--- src/rtl/uart_tx_frame_sequencer.sv ---
// UART transmit framer: accepts one word over valid/ready and serialises it as
// start bit, DataBits data bits LSB first, then StopBits stop bits on tx.
module uart_tx_frame_sequencer #(
    parameter int ClockFrequency = 1000000,
    parameter int BaudRate       = 9600,
    parameter int DataBits       = 8,
    parameter int StopBits       = 1
) (
    input  logic                clock,
    input  logic                reset,
    input  logic [DataBits-1:0] data,
    input  logic                dataValid,
    output logic                ready,
    output logic                busy,
    output logic                done,
    output logic                tx
);

    localparam int BitCycles  = ClockFrequency / BaudRate;
    localparam int StopCycles = StopBits * BitCycles;
    localparam int CountWidth = (StopCycles > 1) ? $clog2(StopCycles) : 1;
    localparam int IndexWidth = $clog2(DataBits);

    localparam logic [CountWidth-1:0] BIT_LAST   = CountWidth'(BitCycles - 1);
    localparam logic [CountWidth-1:0] STOP_LAST  = CountWidth'(StopCycles - 1);
    localparam logic [IndexWidth-1:0] INDEX_LAST = IndexWidth'(DataBits - 1);

    localparam logic [1:0] IDLE  = 2'd0;
    localparam logic [1:0] START = 2'd1;
    localparam logic [1:0] DATA  = 2'd2;
    localparam logic [1:0] STOP  = 2'd3;

    generate
        if (BitCycles < 2) begin : g_bad_bit_cycles
            $error("ClockFrequency / BaudRate must be at least 2");
        end
        if (DataBits < 5 || DataBits > 8) begin : g_bad_data_bits
            $error("DataBits must be in the range 5..8");
        end
        if (StopBits < 1 || StopBits > 2) begin : g_bad_stop_bits
            $error("StopBits must be 1 or 2");
        end
    endgenerate

    logic [1:0]            state;
    logic [CountWidth-1:0] bit_count;
    logic [IndexWidth-1:0] bit_index;
    logic [DataBits-1:0]   shift_reg;

    // NOTE: every register, including the datapath, is given a reset value so a
    // mid-frame reset leaves no stale bits behind for the next frame.
    // NOTE: sequential state uses non-blocking assignments only, so every branch
    // below reads the values from before the clock edge.
    always_ff @(posedge clock or negedge reset) begin
        if (!reset) begin
            state     <= IDLE;
            tx        <= 1'b1;
            ready     <= 1'b1;
            busy      <= 1'b0;
            done      <= 1'b0;
            bit_count <= '0;
            bit_index <= '0;
            shift_reg <= '0;
        end else begin
            done <= 1'b0;
            case (state)
                IDLE: begin
                    if (dataValid) begin
                        shift_reg <= data;
                        tx        <= 1'b0;
                        bit_count <= '0;
                        ready     <= 1'b0;
                        busy      <= 1'b1;
                        state     <= START;
                    end
                end
                START: begin
                    if (bit_count == BIT_LAST) begin
                        bit_count <= '0;
                        bit_index <= '0;
                        tx        <= shift_reg[0];
                        state     <= DATA;
                    end else begin
                        bit_count <= bit_count + CountWidth'(1);
                    end
                end
                DATA: begin
                    if (bit_count == BIT_LAST) begin
                        bit_count <= '0;
                        if (bit_index == INDEX_LAST) begin
                            tx    <= 1'b1;
                            state <= STOP;
                        end else begin
                            // Present the next bit while shifting it down to bit 0.
                            bit_index <= bit_index + IndexWidth'(1);
                            shift_reg <= shift_reg >> 1;
                            tx        <= shift_reg[1];
                        end
                    end else begin
                        bit_count <= bit_count + CountWidth'(1);
                    end
                end
                STOP: begin
                    if (bit_count == STOP_LAST) begin
                        bit_count <= '0;
                        ready     <= 1'b1;
                        busy      <= 1'b0;
                        done      <= 1'b1;
                        state     <= IDLE;
                    end else begin
                        bit_count <= bit_count + CountWidth'(1);
                    end
                end
                default: begin
                    tx    <= 1'b1;
                    ready <= 1'b1;
                    busy  <= 1'b0;
                    state <= IDLE;
                end
            endcase
        end
    end

endmodule

--- config.mk ---
export PLATFORM = sky130hd
export DESIGN_NAME = uart_tx_frame_sequencer
export DESIGN_NICKNAME = d
export VERILOG_FILES = /design/src/rtl/uart_tx_frame_sequencer.sv
export SDC_FILE = /design/constraint.sdc
export NUM_CORES = 1
export LEC_CHECK = 0
export CAP_MARGIN = 0
export CORE_MARGIN = 3
export CORE_UTILIZATION = 52
export CTS_BUF_LIST = sky130_fd_sc_hd__clkbuf_8
export DETAILED_ROUTE_END_ITERATION = 8
export PLACE_DENSITY = 0.89
export RECOVER_POWER = 100
export SLEW_MARGIN = 20
export SYNTH_ARGS = -nofsm -noshare
export SYNTH_HDL_FRONTEND = slang
export SYNTH_SLANG_ARGS = --single-unit
--- constraint.sdc ---
create_clock -name clock -period 1.9 [get_ports clock]
set_input_delay 0.57 -clock clock [delete_from_list [all_inputs] [get_ports clock]]
set_output_delay 0.57 -clock clock [all_outputs]
set_load 0.03 [all_outputs]
==> results.cfg <==
[status]
status = finished clean

[logic_synthesis]
ys_warn_count = 0
synth.avg_cell_area_sq_um = 10.8
synth_nets = 147
yosys.area_share.simple_pct = 20.1
synthMuxAreaShare_pct = 3.21
synth_seq_cells = 24
synth_ff_type = dfrtp_1
synth_cell_types = 39
synth-edff-count = 0
synthArstFlopShare_pct = 100
seq_area_frac_synth_pct = 44.2
synthesis.area_sq_um = 1360
synth_cells = 126
synth_compound_area_share_pct = 18.4
synthAdderAreaFrac_pct = 9.17
synth_xor_area_share_pct = 2.57
synth_top_family_by_area = simple AND/OR/NAND/NOR gates

[cells_and_area]
layout_commonest_cell = dfrtp_1
num-nets-final = 182
areaGrowthSynthToFinish_pct = 28.4
diodes = 0
largest_reg_flops = 8
fin_cells = 188
layout_common_cells = 22 x dfrtp_1, 16 x buf_4, 10 x nand2_1
final_layout_size_suffix_gt1_share_pct = 28.1

[routing]
ant_nets = 0
vias_per_cell = 6.11
wl_microns = 3380
drt-initial-drc-count = 28
first_pass_iters = 4
num_vias = 1149
drc = 0
wl_per_cell_microns = 18.0

[placement]
place_inst = 181
hpwl_microns = 2240
numPortBuffers = 14
routabilityCongestion = 0.781

[worst_setup_path]
crit_chain = inv_1, ha_2, nand2b_4, nand2_1, or4_4, o221a_1
crit_type = register to register
cp_num_cells = 6
crit_path_start_kind = register
cp_max_fo = 7
cpLargestDelayFamily = simple AND/OR/NAND/NOR gates
r2r_cells = 6
crit_slowest_cell = or4_4
required_ns = 2.06
slowest_delay_ns = 0.55
cp-end-kind = register
cp.arrival_ns = 2.06
reg2reg_slack_ns = 0.0005
crit_buf_inv = 1

[clock_network]
cts_tree = done
cts_buffers = 3
cts.sinks = 24
clk_latency_ns = 0.27
cts-root-buf = clkbuf_8
cts_max_level = 1
path_clk_slew_ns = 0.09
cts_hold_buf = 0
clock_path_buffers = 2

[worst_hold_path]
whs_path_depth = 1
hold_class = register to register

[sta]
maxSlewViolCount = 0
period_needed_ns = 1.90
tightest_slew_ns = 0.591
hold_violations = 0
setup_viol = 0
hold_ws_ns = 0.515
maxSlewHeadroom_pct = 60.6
tns_ns = 0
fmax_mhz = 526
min_period_over_period_pct = 100
finClkSkew_ns = 0.00572

[grt]
grt-ovfl-total = 0
grt_pass1_vias = 1123
grt_pass1_wl_microns = 5120
grt_use_total_pct = 20.1
antenna_found_initial = 0
grt_max_degree = 25

[floorplanning]
die_w_microns = 57.2
core_sq_um = 2340
die_h_microns = 57.2
rows = 17
start_util_pct = 58.3
die_area_sq_um = 3270
io_pins = 15

[power_and_ir_drop]
p_seq_share_pct = 56.6
p_per_area_nw_per_um2 = 515
switching_power_uw = 184
leakage_uw = 0.000781
clkPwrFrac_pct = 39.2
peakVddDrop_mv = 0.498
intPower_uw = 718
swShare_pct = 20.4
p_comb_share_pct = 4.2

[run]
max_cap_violations = 0
==> layer usage <==
layer  routed length [microns]  vias up  track usage [%]
met4                        81        0             10.9
met3                       115        9             3.62
met5                         0        -                0
met1                      1380      579             25.4
met2                      1800       32             32.6
li1                          -      529                -
==> kinds of logic (layout without fill, tap and decap cells) <==
kind of cell,Yosys count,after routing
compound gates,30,30
xor+xnor,4,4
flops,24,24
mux,4,4
buf+inv,8,42
fa+ha+maj,10,10
simple gates,46,46
==> final timing paths <==
| kind | endpoint | from |
|---|---|---|
| setup / recovery | shift_reg[4] | state[1] |
| setup reg to reg | shift_reg[4] | state[1] |
| hold / removal | ready | ready |
| hold reg to reg | ready | ready |
| min in group asynchronous | bit_count[5] | reset |
| max in group asynchronous | shift_reg[2] | reset |
==> cell usage after synthesis (2+ instances only) <==
master / n / area [sq um]
nor4_1: 2 / 12.5
a22o_1: 5 / 43.8
dfstp_2: 2 / 52.6
mux2_2: 3 / 33.8
nor2b_1: 2 / 12.5
nor3_1: 2 / 10.0
or2_2: 7 / 43.8
o21ai_0: 8 / 40.0
inv_1: 5 / 18.8
o221a_1: 7 / 78.8
or3_1: 2 / 12.5
clkbuf_1: 2 / 7.51
nand2_1: 11 / 41.3
nand2b_1: 2 / 12.5
a21oi_1: 2 / 10.0
xor2_1: 3 / 26.3
nand4_1: 2 / 12.5
dfrtp_1: 22 / 551
nor2_1: 8 / 30.0
ha_1: 10 / 125
==> power by group through the flow <==
stage | clock network, uW | logic [uW] | registers, uW
6_report | 353 | 37.9 | 511
5_1_grt | 376 | 42.3 | 511
4_1_cts | 351 | 38.8 | 510
3_5_place_dp | 0 | 38.7 | 520
3_3_place_gp | 0 | 37.4 | 520
2_1_floorplan | 0 | 3.56 | 521
==> per-stage QoR <==
| stage | total power [uW] | area, sq um | utilization [%] | setup slack [ns] |
|---|---|---|---|---|
| final | 901 | 1750 | 74.9 | 0.000509 |
| after global routing | 929 | 1750 | 74.9 | -0.0520 |
| after CTS | 900 | 1710 | 73.1 | 0.0151 |
| after global placement | 558 | 1650 | 70.4 | -0.292 |
| after floorplan | 524 | 1360 | - | 0.0525 |
| after detailed placement | 559 | 1650 | 70.4 | -0.347 |
==> repair_timing <==
item	CTS	global route
setup buffers	0	3
pin swaps	0	2
setup endpoints to repair	12	11
resized for setup	6	8
==> layout make-up <==
cell class	count	area, sq um
multi-input cells	94	773
flip-flops and latches	24	603
fillers	147	588
repair buffers	33	267
clock buffers	4	55.1
well taps	28	35.0
inverters	5	18.8
Note: power is estimated with default switching activity, not from simulation.
